## src/rtl/spi_boot_loader.sv

```systemverilog
// spi_boot_loader: copies a length-prefixed firmware image from SPI flash into TCM over AXI, then releases the CPU.
// Define SPI_BOOT_CHECKSUM_EN to require a trailing mod-2^32 checksum word before release.
module spi_boot_loader #(
  parameter logic [23:0] FLASH_OFFSET = 24'h100000,
  parameter logic [31:0] TCM_BASE = 32'h00000000,
  parameter int MAX_WORDS = 4096,
  parameter int SCK_DIV = 2
) (
  input  logic        clk_i,
  input  logic        rst_i,
  input  logic        spi_miso_i,
  output logic        spi_clk_o,
  output logic        spi_mosi_o,
  output logic        spi_cs_o,
  output logic        mem_awvalid_o,
  output logic [31:0] mem_awaddr_o,
  output logic [3:0]  mem_awid_o,
  output logic [7:0]  mem_awlen_o,
  output logic [1:0]  mem_awburst_o,
  output logic        mem_wvalid_o,
  output logic [31:0] mem_wdata_o,
  output logic [3:0]  mem_wstrb_o,
  output logic        mem_wlast_o,
  output logic        mem_bready_o,
  input  logic        mem_awready_i,
  input  logic        mem_wready_i,
  input  logic        mem_bvalid_i,
  input  logic [1:0]  mem_bresp_i,
  output logic        rst_cpu_o,
  output logic        done_o,
  output logic        error_o
);
  localparam int CW = $clog2(MAX_WORDS + 1);
  localparam int DW = SCK_DIV > 1 ? $clog2(SCK_DIV) : 1;
  typedef enum logic [3:0] {IDLE, CMD, HDR, DATA, AXI, RESP, CHK, DONE, ERROR} state_t;
`ifdef SPI_BOOT_CHECKSUM_EN
  localparam state_t FIN = CHK;
`else
  localparam state_t FIN = DONE;
`endif
  state_t state_q, state_d;
  logic [DW-1:0] div_q;
  logic sck_q, aw_q, w_q;
  logic [4:0] bit_q;
  logic [31:0] tx_q, rx_q, addr_q, data_q;
  logic [CW-1:0] n_q, k_q;
`ifdef SPI_BOOT_CHECKSUM_EN
  logic [31:0] sum_q;
`endif
  logic spi_on, tick, word_done, last, bad_len;
  logic [31:0] word;
  always_comb begin
    spi_on = state_q inside {CMD, HDR, DATA, CHK};
    tick = spi_on && div_q == DW'(SCK_DIV - 1);
    word_done = tick && sck_q && bit_q == 5'd31;
    word = {rx_q[7:0], rx_q[15:8], rx_q[23:16], rx_q[31:24]};
    last = k_q == n_q - 1'b1;
    bad_len = word == 32'd0 || word > 32'(MAX_WORDS);
  end
  always_comb begin
    state_d = state_q;
    case (state_q)
      IDLE: state_d = CMD;
      CMD: state_d = word_done ? HDR : CMD;
      HDR: state_d = word_done ? (bad_len ? ERROR : DATA) : HDR;
      DATA: state_d = word_done ? AXI : DATA;
      AXI: state_d = (!aw_q || mem_awready_i) && (!w_q || mem_wready_i) ? RESP : AXI;
      RESP: state_d = !mem_bvalid_i ? RESP : mem_bresp_i != 2'b00 ? ERROR : last ? FIN : DATA;
`ifdef SPI_BOOT_CHECKSUM_EN
      CHK: state_d = word_done ? (word == sum_q ? DONE : ERROR) : CHK;
`endif
      default: state_d = state_q;
    endcase
  end
  always_ff @(posedge clk_i or negedge rst_i)
    if (!rst_i) state_q <= IDLE;
    else state_q <= state_d;
  // SCK toggles every SCK_DIV cycles; sample on rise, shift MOSI on fall
  always_ff @(posedge clk_i or negedge rst_i)
    if (!rst_i) begin
      div_q <= '0;
      sck_q <= 1'b0;
      bit_q <= '0;
      tx_q <= {8'h03, FLASH_OFFSET};
      rx_q <= '0;
      n_q <= '0;
      k_q <= '0;
      addr_q <= '0;
      data_q <= '0;
      aw_q <= 1'b0;
      w_q <= 1'b0;
    end else begin
      if (tick) begin
        div_q <= '0;
        sck_q <= !sck_q;
        if (!sck_q) rx_q <= {rx_q[30:0], spi_miso_i};
        else begin
          tx_q <= tx_q << 1;
          bit_q <= bit_q + 1'b1;
        end
      end else if (spi_on) div_q <= div_q + 1'b1;
      if (word_done && state_q == HDR) n_q <= word[CW-1:0];
      if (word_done && state_q == DATA) begin
        data_q <= word;
        addr_q <= TCM_BASE + (32'(k_q) << 2);
        aw_q <= 1'b1;
        w_q <= 1'b1;
      end
      if (aw_q && mem_awready_i) aw_q <= 1'b0;
      if (w_q && mem_wready_i) w_q <= 1'b0;
      if (state_q == RESP && mem_bvalid_i) k_q <= k_q + 1'b1;
    end
`ifdef SPI_BOOT_CHECKSUM_EN
  always_ff @(posedge clk_i or negedge rst_i)
    if (!rst_i) sum_q <= '0;
    else if (word_done && state_q == DATA) sum_q <= sum_q + word;
`endif
  always_comb begin
    spi_clk_o = sck_q;
    spi_cs_o = state_q inside {IDLE, DONE, ERROR};
    spi_mosi_o = state_q == CMD && tx_q[31];
    mem_awvalid_o = aw_q;
    mem_awaddr_o = addr_q;
    mem_awid_o = 4'h0;
    mem_awlen_o = 8'h00;
    mem_awburst_o = 2'b01;
    mem_wvalid_o = w_q;
    mem_wdata_o = data_q;
    mem_wstrb_o = 4'hF;
    mem_wlast_o = 1'b1;
    mem_bready_o = state_q == RESP;
    rst_cpu_o = state_q != DONE;
    done_o = state_q == DONE;
    error_o = state_q == ERROR;
  end
endmodule

```

## config.mk

```make
export PLATFORM = sky130hd
export DESIGN_NAME = spi_boot_loader
export DESIGN_NICKNAME = d
export VERILOG_FILES = /design/src/rtl/spi_boot_loader.sv
export SDC_FILE = /design/constraint.sdc
export NUM_CORES = 1
export LEC_CHECK = 0
export ABC_AREA = 0
export ABC_CLOCK_PERIOD_IN_PS = 2800
export CAP_MARGIN = 20
export CORE_UTILIZATION = 53
export DETAILED_ROUTE_END_ITERATION = 10
export PLACE_DENSITY_LB_ADDON = 0.05
export SYNTH_ARGS = -nofsm -noshare
export SYNTH_HDL_FRONTEND = slang
export SYNTH_SLANG_ARGS = --single-unit
```

## constraint.sdc

```tcl
create_clock -name clk_i -period 2.8 [get_ports clk_i]
set_clock_uncertainty 0.05 [all_clocks]
set_input_delay 0.42 -clock clk_i [delete_from_list [all_inputs] [get_ports clk_i]]
set_output_delay 0.42 -clock clk_i [all_outputs]
set_load 0.01 [all_outputs]
```

-- Word-level counts from Yosys, hierarchy flattened
Cells that the tools add are included.
- mux-type cells: 14
- equality and inequality tests: 11
- reductions and logical operators: 27
- add/subtract/negate cells: 4
- $lt $le $gt $ge: 1
- bitwise logic cells: 1
- operators with widths (kind ; number):
    $gt 32x13->1 const B ; 1
    $logic_not 32->1 ; 1
    $pmux 4 s6 ; 1
    $eq 4x3->1 const B ; 4
    $mux 4 ; 4
    $add 13x1->13 const B ; 1
    $eq 13x13->1 ; 1
    $sub 13x1->13 const B ; 1
    $logic_and 1x1->1 ; 10
    $eq 4x2->1 const B ; 2
    $reduce_bool 2->1 ; 4
    $mux 1 ; 6
    $mux 3 ; 2
    $reduce_bool 6->1 ; 1
    $add 5x1->5 const B ; 1
    $eq 5x5->1 const B ; 1
    $eq 4x1->1 const B ; 1
    $eq 4x4->1 const B ; 1
    $logic_not 4->1 ; 1
    $ne 4x3->1 const B ; 1
    $reduce_and 2->1 ; 2
    $reduce_bool 4->1 ; 1
    $logic_not 1->1 ; 3
    $logic_or 1x1->1 ; 3
    4 further kinds ; 4
- logic and storage cells: 70
- bits in registers: 128
- input bits: 8

-- Longest topological paths before layout
- word-level depth: 8
- mapped depth: 9
- depth with buffers taken out: 8

-- Worst setup path after synthesis
OpenSTA, ideal clock, no wires.
- path type: reg2reg
- start: register n_q[0]
- end: register state_q[2]
- stages on the path, launching flop included: 9
- data required time: 2686 ps
- data arrival time: 2057 ps
- path slack: 628 ps
- clock period less this slack: 2172 ps
- cell sequence: dfrtp_1 inv_1 ha_1 or3b_1 nor4_1 xnor2_1 nand4_1 a2111oi_2 a21o_1
- word-level cells in the longest chain between the ends: 6
- ends and longest elaborated chain (item ; RTL line ; RTL):
    start, declared ; 46 ; logic [CW-1:0] n_q, k_q;
    start signal, assigned ; 102 ; if (word_done && state_q == HDR) n_q <= word[CW-1:0];
    $sub 13x1->13 ; 57 ; last = k_q == n_q - 1'b1;
    $eq 13x13->1 ; 57 ;
    $mux 3 ; 68 ; RESP: state_d = !mem_bvalid_i ? RESP : mem_bresp_i != 2'b00 ? ERROR : last ? FIN : DATA;
    $mux 4 (2 in series) ; 68 ;
    $pmux 4 s6 ; 62 ; case (state_q)
    end signal, assigned ; 77 ; else state_q <= state_d;
    end, declared ; 41 ; state_t state_q, state_d;
Every way passes these cells.
A chain may end at the register's enable or synchronous reset.

-- Worst setup path after layout
- start: register state_q[1]
- end: output port error_o
- word-level cells in the longest chain between the ends: 1
- ends and longest elaborated chain (item ; RTL line ; RTL):
    $eq 4x4->1 ; 134 ; error_o = state_q == ERROR;
    end, declared ; 31 ; output logic error_o
Every way passes these cells.

==> qor.csv <==
metric;value;unit
Max-Cap Viols;0;
Worst Path Arrival;2.20;ns
share of the synthesized area in the top cell type;53.45;%
delay of the slowest critical-path stage;0.60;ns
synthesis-to-layout area growth;22.51;%
Routed WL;10.65;mm
clock latency on the worst-skew pair;0.51;ns
Ys Warns;0;
Clk pwr share;56.3;%
combinational power share;1.7;%
Root Buffer Master;clkbuf_8;
CTS max path bufs;2;
grt ovf;0;
Iter 0 DRT Violations;155;
DR vias;3736;
Fillers;777;
Peak VDD IR;463.5;µV
DRC viols;0;
most common flop cell mapped by yosys;dfrtp_1;
GP Congestion;0.8364;
Startpoint Class;flip-flop;
Post-Syn Area;5852;µm²
max-slew violation count;0;
DR WL/cell;15.04;µm
Routed Antenna Nets;0;
setup repair after global routing missed its margin;false;
CP endpoint kind;output pin;
H-tree levels;4;
P_int;3541;µW
distinct cell type count after synthesis;47;
Slowest cell on crit path;clkdlybuf4s50_1;
worst path cell trace;or2_2 > nor3_1 > clkdlybuf4s50_1;
kind of critical path;flip-flop to output pin;
Worst Hold Class;primary input to async pin;
Req. time, crit path;2.33;ns
first-pass GRT wire length;17.93;mm
DIE AREA;11470;µm²
row cnt;37;
largest net degree at the start of global routing;59;
initial antenna violation count;0;
CP max FO;9;
measured slew at the worst slew-check pin;0.6008;ns
f_max;0.3743;GHz
Core Region;10510;µm²
Seq pwr share;42.0;%
post-DP HPWL;7.100;mm
Nets;571;
Period minus WS final;2.672;ns
via/cell ratio;5.277;
CTS Sinks;128;
Initial Util;55.69;%
setup tns final;0;ns
Avg Inst Size Synth;11.94;µm²
CTS tree;done;
Power Density;614.1;nW/µm²
Syn Inst Count;490;
Clock Pin Slew Worst Setup and Hold Paths;0.06;ns
Port Buffers;61;
Post-synth EDFFs;0;
die width;107.1;µm
Final Hold Fails;0;
sw frac;19.58;%
Final Util;68.22;%
die height;107.1;µm
P_leak;0.003609;µW
Async S/R FF share, synth;100.0;%
most common cell after layout, fill and taps aside;dfrtp_1;
most frequent cells in the layout;dfrtp_1 (125), mux2_2 (79), clkdlybuf4s50_1 (60), nand2_1 (56), conb_1 (38);
Rel. slew slack;59.95;%
post-synthesis sequential area ratio;54.80;%
Setup-failing EPs final;0;
final worst path period share;95.42;%
post-synthesis cell type with the largest combined area;dfrtp_1;
total CTS buffers;17;
outcome;finished, final reports clean;
n_diodes;0;
GRT Util Overall;20.51;%
share of layout cells above drive strength 1;23.60;%
Boundary Pins;100;
Psw;861.9;µW
flops & latches, synth;128;
TritonRoute pass-1 iters;5;
vias in the first global route;3609;
Synth area leaders;dfrtp_1 (53%), mux2_2 (15%), buf_4 (4.9%);
## cell type report
cell class / count / area (µm²) / area share [%]
flip-flops and latches: 128 / 3207 / 44.73
multi-input cells: 329 / 2375 / 33.12
repair buffers: 71 / 698.2 / 9.738
clock buffers: 19 / 441.7 / 6.161
clock inverters: 13 / 232.7 / 3.246
well taps: 136 / 170.2 / 2.373
inverters: 12 / 45.04 / 0.6283
## stage by stage
| step | power (µW) | hold slack, ns | instances | setup slack, ns | area, µm² |
|---|---|---|---|---|---|
| after floorplan | 1947 | 0.07441 | 526 | 0.6285 | 5987 |
| after global placement | 1958 | 0.3899 | 675 | 0.5329 | 6480 |
| after detailed placement | 1960 | 0.4017 | 675 | 0.4509 | 6480 |
| after CTS | 4454 | 0.4119 | 708 | 0.09004 | 7169 |
| after global routing | 4539 | 0.4189 | 708 | 0.04720 | 7169 |
| final | 4403 | 0.4081 | 708 | 0.1284 | 7169 |
## Yosys cell counts, drive strengths merged, types with 2 or more instances
cell type,count
and3,5
nand2b,4
a2111oi,2
nand3,13
conb,2
and2,2
nand2,56
o21ai,14
ha,4
xnor2,18
inv,12
xor2,15
clkbuf,6
mux2,89
a21oi,5
nor2,17
or4,3
nor3,7
buf,51
a211oi,2
nor4,9
nand4,6
nor2b,2
a21o,3
mux2i,2
dfrtp,125
dfstp,3
a32oi,2
## kinds of logic after synthesis
logic type | Yosys count | synth area share [%]
and+or+nand+nor | 130 | 10.97
DFF | 128 | 54.80
muxes | 91 | 17.47
buffers and inverters | 69 | 7.141
AOI/OAI and AO/OA | 33 | 3.699
xor gates and xnor gates | 33 | 4.939
adders and majority gates | 4 | 0.8553
other | 2 | 0.1283
## final timing paths
path | start | slack, ns | depth (start not counted) | to
min in group clk_i | tx_q[24] | 0.41 | 2 | tx_q[24]
worst max-delay path | state_q[1] | 0.13 | 3 | error_o
max in group asynchronous | rst_i | 1.52 | 3 | k_q[5]
worst max register to register | n_q[0] | 0.45 | 8 | state_q[2]
worst min-delay path | rst_i | 0.41 | 2 | rx_q[30]
worst min register to register | tx_q[24] | 0.41 | 2 | tx_q[24]
## critical path, delay by kind of cell, from the launching register on
kind          cells  cell delay, ns
simple gates      2            0.62
flops             1            0.47
buf+inv           1            0.60
## power by group through the flow
stage / combinational, µW / sequential [µW] / clock [µW]
finish: 74.1 / 1850 / 2480
floorplan: 62.9 / 1880 / 0
CTS: 77.4 / 1850 / 2530
global placement: 74.9 / 1880 / 0
detailed placement: 76.2 / 1880 / 0
global route: 88.4 / 1850 / 2600
## state kept, by name, summed over array words and instances, names as in the netlist, 4 cells and up
name and cells:
tx_q 12, rx_q 32, state_q 4, mem_awaddr_o 13, bit_q 5, mem_wdata_o 32
n_q 13, k_q 13
## timing repair
| item | in CTS | in global routing |
|---|---|---|
| hold buffers | 1 | 0 |
| gates resized for setup | 1 | 0 |
| buffers inserted | 0 | 0 |
| endpoints found under the hold margin | 42 | 0 |
| endpoints found under the setup margin | 1 | 0 |
## routing by layer
metal	global-route usage, %	vias up	wire (µm)
met3	5.228	16	503
met4	8.611	0	184
met2	31.29	113	4919
li1	-	1765	-
met5	0	-	0
met1	27.94	1842	5040
Power figures use the tool's default switching activity.
